File: config.mk
export PLATFORM = sky130hd
export DESIGN_NAME = program_loader
export DESIGN_NICKNAME = d
export VERILOG_FILES = /design/src/rtl/loader_pkg.sv /design/src/rtl/loader_csum.sv /design/src/rtl/program_loader.sv
export SDC_FILE = /design/constraint.sdc
export NUM_CORES = 1
export LEC_CHECK = 0
export CORE_MARGIN = 8
export CORE_UTILIZATION = 56
export CTS_CLUSTER_DIAMETER = 30
export DETAILED_ROUTE_END_ITERATION = 10
export DONT_BUFFER_PORTS = 1
export PLACE_DENSITY = 0.74
export SLEW_MARGIN = 20
export SYNTH_ARGS = -nofsm -noshare
export SYNTH_HDL_FRONTEND = slang
export SYNTH_SLANG_ARGS = --single-unit
export TNS_END_PERCENT = 1
File: constraint.sdc
create_clock -name clk -period 2.65 [get_ports clk]
set_input_delay 0.3975 -clock clk [delete_from_list [all_inputs] [get_ports clk]]
set_output_delay 0.3975 -clock clk [all_outputs]
set_load 0.05 [all_outputs]
File: src/rtl/loader_pkg.sv
// rtl/loader_pkg.sv - shared types and constants for the boot-time program loader
package loader_pkg;

  localparam int BYTES_PER_WORD = 2;
  localparam int ADDR_W_DEF     = 8;
  localparam int INST_W_DEF     = BYTES_PER_WORD * 8;

  typedef enum logic [3:0] {
    S_IDLE,
    S_COUNT,
    S_HI,
    S_LO,
    S_WRITE,
    S_CHK,
    S_FINISH,
    S_DONE,
    S_ERROR
  } state_e;

  // States in which the loader consumes a byte from the stream
  function automatic logic accepts_byte(state_e s);
    return (s == S_COUNT) || (s == S_HI) || (s == S_LO) || (s == S_CHK);
  endfunction

  // States from which a start pulse opens a new session
  function automatic logic can_start(state_e s);
    return (s == S_IDLE) || (s == S_DONE) || (s == S_ERROR);
  endfunction

endpackage

File: src/rtl/loader_csum.sv
// rtl/loader_csum.sv - running XOR accumulator over accepted stream bytes
module loader_csum (
  input  logic       clk,
  input  logic       reset,
  input  logic       clr_i,
  input  logic       en_i,
  input  logic [7:0] byte_i,
  output logic [7:0] sum_o
);

  logic [7:0] sum_q;
  logic [7:0] sum_d;

  always_comb begin
    sum_d = sum_q;
    if (clr_i) begin
      sum_d = 8'h00;
    end else if (en_i) begin
      sum_d = sum_q ^ byte_i;
    end
  end

  always_ff @(posedge clk) begin
    if (reset) begin
      sum_q <= 8'h00;
    end else begin
      sum_q <= sum_d;
    end
  end

  assign sum_o = sum_q;

endmodule

File: src/rtl/program_loader.sv
// rtl/program_loader.sv - byte-stream program loader feeding instruction RAM
// Optional trailing checksum byte when LOADER_CHECKSUM_EN is defined.
module program_loader
  import loader_pkg::*;
#(
  parameter int ADDR_W = ADDR_W_DEF,
  parameter int INST_W = INST_W_DEF
) (
  input  logic              clk,
  input  logic              reset,
  input  logic              start,
  input  logic [7:0]        rx_data,
  input  logic              rx_valid,
  output logic              rx_ready,
  output logic              im_we,
  output logic [ADDR_W-1:0] im_addr,
  output logic [INST_W-1:0] im_wdata,
  output logic              cpu_reset,
  output logic              busy,
  output logic              done,
  output logic              error
);

  state_e state_q, state_d;

  logic [7:0]        count_q;
  logic [ADDR_W-1:0] idx_q;
  logic [INST_W-1:0] wdata_q;

  logic rx_ready_q, rx_ready_d;
  logic im_we_q, im_we_d;
  logic cpu_reset_q, cpu_reset_d;
  logic busy_q, busy_d;
  logic done_q, done_d;

  logic       xfer;
  logic       last_word;
  logic       csum_ok;
  logic [7:0] count_m1;

  assign xfer      = rx_valid && rx_ready_q;
  // N=0 encodes 256 words, so the last index is N-1 taken mod 256
  assign count_m1  = count_q - 8'd1;
  assign last_word = (idx_q == ADDR_W'(count_m1));

`ifdef LOADER_CHECKSUM_EN
  logic [7:0] csum;
  logic       error_q, error_d;

  loader_csum u_csum (
    .clk    (clk),
    .reset  (reset),
    .clr_i  (start && can_start(state_q)),
    .en_i   (xfer),
    .byte_i (rx_data),
    .sum_o  (csum)
  );

  assign csum_ok = (csum == rx_data);
`else
  assign csum_ok = 1'b1;
`endif

  always_ff @(posedge clk) begin
    if (reset) begin
      state_q <= S_IDLE;
    end else begin
      state_q <= state_d;
    end
  end

  always_comb begin
    state_d = state_q;
    case (state_q)
      S_IDLE:   if (start) state_d = S_COUNT;
      S_COUNT:  if (xfer) state_d = S_HI;
      S_HI:     if (xfer) state_d = S_LO;
      S_LO:     if (xfer) state_d = S_WRITE;
      S_WRITE: begin
        if (last_word) begin
`ifdef LOADER_CHECKSUM_EN
          state_d = S_CHK;
`else
          state_d = S_FINISH;
`endif
        end else begin
          state_d = S_HI;
        end
      end
      S_CHK:    if (xfer) state_d = csum_ok ? S_FINISH : S_ERROR;
      S_FINISH: state_d = S_DONE;
      S_DONE:   if (start) state_d = S_COUNT;
      S_ERROR:  if (start) state_d = S_COUNT;
      default:  state_d = S_IDLE;
    endcase
  end

  // Outputs are decoded from the next state so the registered copy lines up
  // with the state it describes.
  always_comb begin
    rx_ready_d  = accepts_byte(state_d);
    im_we_d     = (state_d == S_WRITE);
    cpu_reset_d = (state_d != S_DONE);
    busy_d      = !can_start(state_d);
    done_d      = (state_d == S_DONE);
`ifdef LOADER_CHECKSUM_EN
    error_d     = (state_d == S_ERROR);
`endif
  end

  always_ff @(posedge clk) begin
    if (reset) begin
      rx_ready_q  <= 1'b0;
      im_we_q     <= 1'b0;
      cpu_reset_q <= 1'b1;
      busy_q      <= 1'b0;
      done_q      <= 1'b0;
`ifdef LOADER_CHECKSUM_EN
      error_q     <= 1'b0;
`endif
    end else begin
      rx_ready_q  <= rx_ready_d;
      im_we_q     <= im_we_d;
      cpu_reset_q <= cpu_reset_d;
      busy_q      <= busy_d;
      done_q      <= done_d;
`ifdef LOADER_CHECKSUM_EN
      error_q     <= error_d;
`endif
    end
  end

  always_ff @(posedge clk) begin
    if (reset) begin
      count_q <= 8'h00;
      idx_q   <= '0;
      wdata_q <= '0;
    end else begin
      if (start && can_start(state_q)) begin
        idx_q <= '0;
      end
      case (state_q)
        S_COUNT: if (xfer) begin
          count_q <= rx_data;
          idx_q   <= '0;
        end
        S_HI:    if (xfer) wdata_q[INST_W-1 -: 8] <= rx_data;
        S_LO:    if (xfer) wdata_q[7:0] <= rx_data;
        S_WRITE: if (!last_word) idx_q <= idx_q + 1'b1;
        default: ;
      endcase
    end
  end

  assign rx_ready  = rx_ready_q;
  assign im_we     = im_we_q;
  assign im_addr   = idx_q;
  assign im_wdata  = wdata_q;
  assign cpu_reset = cpu_reset_q;
  assign busy      = busy_q;
  assign done      = done_q;
`ifdef LOADER_CHECKSUM_EN
  assign error     = error_q;
`else
  assign error     = 1'b0;
`endif

endmodule

==> results of run 1 <==
[sequential cells by signal, indices dropped and copies added (netlist names)]
signal	cells
busy	1
rx_ready	1
state_q	4
im_wdata	16
done	1
count_q	8
im_we	1
im_addr	8
cpu_reset	1
[Yosys cell counts, drive strengths merged, types with 3 or more instances]
cell / n
nand2: 23
clkbuf: 11
mux2i: 17
a21o: 3
xnor2: 6
nor4: 5
and3: 3
dfxtp: 41
inv: 4
nand3: 15
o211ai: 5
nand3b: 3
a21oi: 14
or4: 5
nor2: 29
a31oi: 4
nor4b: 3
o21ai: 5
xor2: 4
[logic make-up (layout without fill, tap and decap cells)]
logic type,count (synthesis),count (layout),synth area share [%]
AND/OR/NAND/NOR,100,100,25.3
AO/OA/AOI/OAI,42,42,14.9
flip-flops,41,41,40.9
multiplexers,19,19,9.61
buffers and inverters,17,31,3.43
XOR/XNOR,10,10,4.37
adder cells (fa/ha/maj),2,2,1.25
other,1,1,0.187
[metrics by stage]
stage | setup slack [ns] | cells
after floorplan | 0.0129 | 232
after global placement | 0.0820 | 283
after detailed placement | 0.0145 | 283
after CTS | 0.0111 | 292
after global routing | 0.0210 | 292
final | 0.0899 | 292
[timing repair]
| item | 4_1_cts | 5_1_grt |
|---|---|---|
| setup buffers | 1 | 0 |
| hold buffers | 0 | 0 |
| gates cloned | 0 | 0 |
| resized for setup | 4 | 0 |
| pin swaps | 5 | 3 |
| setup endpoints to repair | 1 | 4 |
[layout make-up]
cell class / instances / area (µm²) / area share, %
Inverter: 4 / 15.0 / 0.661
Tap cell: 46 / 57.6 / 2.53
Sequential cell: 41 / 823 / 36.3
Clock inverter: 3 / 68.8 / 3.03
Timing Repair Buffer: 19 / 143 / 6.28
Multi-Input combinational cell: 174 / 1130 / 49.6
Clock buffer: 5 / 37.5 / 1.65
[per-layer routing]
layer	vias up	routed length (µm)
met4	0	149
met2	84	2350
met5	-	0
met3	20	570
met1	839	1960
li1	859	-
[path summary, 6_finish.rpt]
path	endpoint	slack, ns	depth (start not counted)
hold / removal	im_wdata[4]$_SDFFE_PP0P_	0.09	1
setup reg to reg	cpu_reset$_SDFF_PP1_	0.09	8
setup / recovery	cpu_reset$_SDFF_PP1_	0.09	8
hold reg to reg	count_q[7]$_SDFFE_PP0P_	0.48	2
[power groups by stage]
stage          logic, µW  clock network [µW]  registers (µW)
2_1_floorplan       94.4                   0             672
6_report             114                 517             662
5_1_grt              123                 557             664
4_1_cts              112                 523             662
3_5_place_dp         109                   0             675
3_3_place_gp         107                   0             673
[worst register-to-register path: stages (launching register included)]
cell       delay, ns
dfxtp_2         0.40
inv_1           0.06
ha_1            0.19
nor4b_2         0.16
xnor2_1         0.12
or4_4           0.53
a2111oi_4       0.34
a21oi_2         0.11
or4_1           0.54
==> PnR_summary.wiki, run 1 <==
{| class="wikitable"
! Metric !! Value
|-
| H-Tree Level Count || 2
|-
| Drt via density || 6.17
|-
| Data arrival at the endpoint of the critical path || 2.81 ns
|-
| DR vias || 1802
|-
| Met3 GRT Util || 7.37%
|-
| Critical Path Fanout Max || 6
|-
| GRT Resource Usage Total || 18.4%
|-
| CP Cell Sequence || inv_1 > ha_1 > nor4b_2 > xnor2_1 > or4_4 > a2111oi_4 > a21oi_2 > or4_1
|-
| Crit start category || flip-flop
|-
| Remaining design rule violation count || 0
|-
| Synth Instances || 232
|-
| Unrepaired setup endpoints after global routing || no
|-
| Class of the worst hold path || in -> reg
|-
| Total wirelength of the detailed-routed design || 5030 µm
|-
| Power per Cell Area || 569 nW/µm²
|-
| DRT antenna net count || 0
|-
| Number of global-route vias before repair || 1762
|-
| Switch Pwr || 321 µW
|-
| Met1 layer usage reported by global route || 20.6%
|-
| Longest Clk Path Bufs || 2
|-
| Comb power frac || 8.8%
|-
| Clock network fraction of design power || 40.0%
|-
| Overall die width || 75.8 µm
|-
| Largest net degree at the start of global routing || 38
|-
| Wire length of the first global-routing pass || 8050 µm
|-
| Proportion of netlist area held by the largest area contributor || 40.9%
|-
| Flip-flop and latch count after synthesis || 41
|-
| Maximum achievable frequency || 0.391 GHz
|-
| Met2 global-route usage || 29.2%
|-
| Final core utilization || 67.0%
|-
| Critical path class || reg -> reg
|-
| Biggest cell delay along the critical path || 0.54 ns
|-
| Number of pins with negative max-slew slack in the final report || 0
|-
| Worst path bufs/invs || 1
|-
| Cell accounting for the most synthesized area || dfxtp_1
|-
| Capturing element type of the critical path || flip-flop
|-
| Reg clk slew, reported paths || 0.13 ns
|-
| Routability Congestion || 0.894
|-
| Cell Int Power || 972 µW
|-
| Slowest stage cell on the critical path || or4_1
|-
| PortBufs || 0
|-
| Kind of cell adding the most delay to the critical path || simple AND/OR/NAND/NOR gates
|-
| Yosys synthesis warning count || 0
|-
| Total nets after synthesis || 246
|-
| Clock tree from TritonCTS || done
|-
| Post-synthesis cell area || 2000 µm²
|-
| Core Region || 3390 µm²
|-
| Number of antenna violations at the first check in global routing || 0
|-
| Fraction of final layout cells with drive strength greater than 1 || 16.3%
|-
| Top-level I/O count || 42
|-
| # setup viols final || 0
|-
| Routed length per instance || 17.2 µm
|-
| Signed area change from the synthesized netlist to the final layout || 13.3%
|-
| Fillers || 266
|-
| Outcome || finished clean
|-
| Setup tns final || 0 ns
|-
| Switching power share of the total || 24.8%
|-
| Unique cell type count in the Yosys netlist || 45
|-
| Final net count || 259
|-
| Top library cells by usage in the layout, fill and taps aside || 39 x dfxtp_1, 29 x nor2_1, 23 x nand2_1, 19 x buf_4, 17 x mux2i_1
|-
| Pin slew with the least headroom to its limit || 0.526 ns
|-
| Post-detail-place hpwl || 3730 µm
|-
| Worst IR Drop VDD || 0.000467 V
|-
| Number of enable flip-flop cells after synthesis || 0
|-
| Sequential share of the synthesized area || 40.9%
|-
| Biggest area contributors in the synthesized netlist || dfxtp_1 41%, mux2i_1 8.5%, nor2_1 5.4%, nand2_1 4.3%, nand3_1 3.7%
|-
| Library cell used as clock root buffer || clkbuf_4
|-
| Worst min-delay path startpoint || reset
|-
| Number of endpoints with negative hold slack in the final report || 0
|-
| Reg2reg start || count_q[1]$_SDFFE_PP0P_
|-
| Leakage dissipation || 0.000913 µW
|-
| Most used routing layer || met2
|-
| Syn Area/Cell || 8.64 µm²
|-
| Clock latency at the later pin of the worst-skew pair || 0.36 ns
|-
| Synth Flop Type || dfxtp_1
|-
| DR iter-0 viols || 157
|-
| Fraction of the cycle the final worst path needs || 96.6%
|-
| Critical path data required time || 2.90 ns
|-
| # diodes || 0
|-
| Count of TritonRoute iterations in the first routing pass || 5
|-
| Share of flip-flops with an asynchronous set or reset || 0%
|-
| Number of clock sinks seen by CTS || 41
|-
| Worst relative slew slack || 64.8%
|-
| Worst Skew || 0.00897 ns
|-
| Total power consumption of the routed design || 1290 µW
|-
| Count of maximum capacitance violations || 0
|-
| Remaining global-route overflow || 0
|-
| Placed Instance Area || 2140 µm²
|-
| Placement row count || 21
|-
| Most common cell after layout, fill and taps aside || dfxtp_1
|-
| Crit. Startpoint || count_q[1]$_SDFFE_PP0P_
|-
| Final cell area excluding filler cells || 2270 µm²
|-
| Die extent in y || 75.8 µm
|-
| Die Area || 5750 µm²
|-
| Final min period || 2.56 ns
|-
| Worst hold margin || 0.0857 ns
|-
| Sequential power share || 51.2%
|-
| Initial standard-cell utilization of the core || 59.1%
|-
| Inserted Clock Buffers || 5
|}
Power figures use the tool's default switching activity.
==> run 2, diff against run 1 <==
--- a/config.mk
+++ b/config.mk
@@ -14,5 +14,6 @@
 export SLEW_MARGIN = 20
 export SYNTH_ARGS = -nofsm -noshare
 export SYNTH_HDL_FRONTEND = slang
+export SYNTH_HIERARCHICAL = 1
 export SYNTH_SLANG_ARGS = --single-unit
 export TNS_END_PERCENT = 1
==> results of run 2 <==
Same layout as run 1: the final DEF is identical, and so are final timing and power.
Among the figures that moved: Yosys warning count 0 -> 6
==> run 3, diff against run 2 <==
--- a/config.mk
+++ b/config.mk
@@ -10,6 +10,7 @@
 export CTS_CLUSTER_DIAMETER = 30
 export DETAILED_ROUTE_END_ITERATION = 10
 export DONT_BUFFER_PORTS = 1
+export GPL_TIMING_DRIVEN = 1
 export PLACE_DENSITY = 0.74
 export SLEW_MARGIN = 20
 export SYNTH_ARGS = -nofsm -noshare
==> results of run 3 <==
Same layout as run 1: the final DEF is identical, and so are final timing and power.
Among the figures that moved: Yosys warning count 0 -> 6
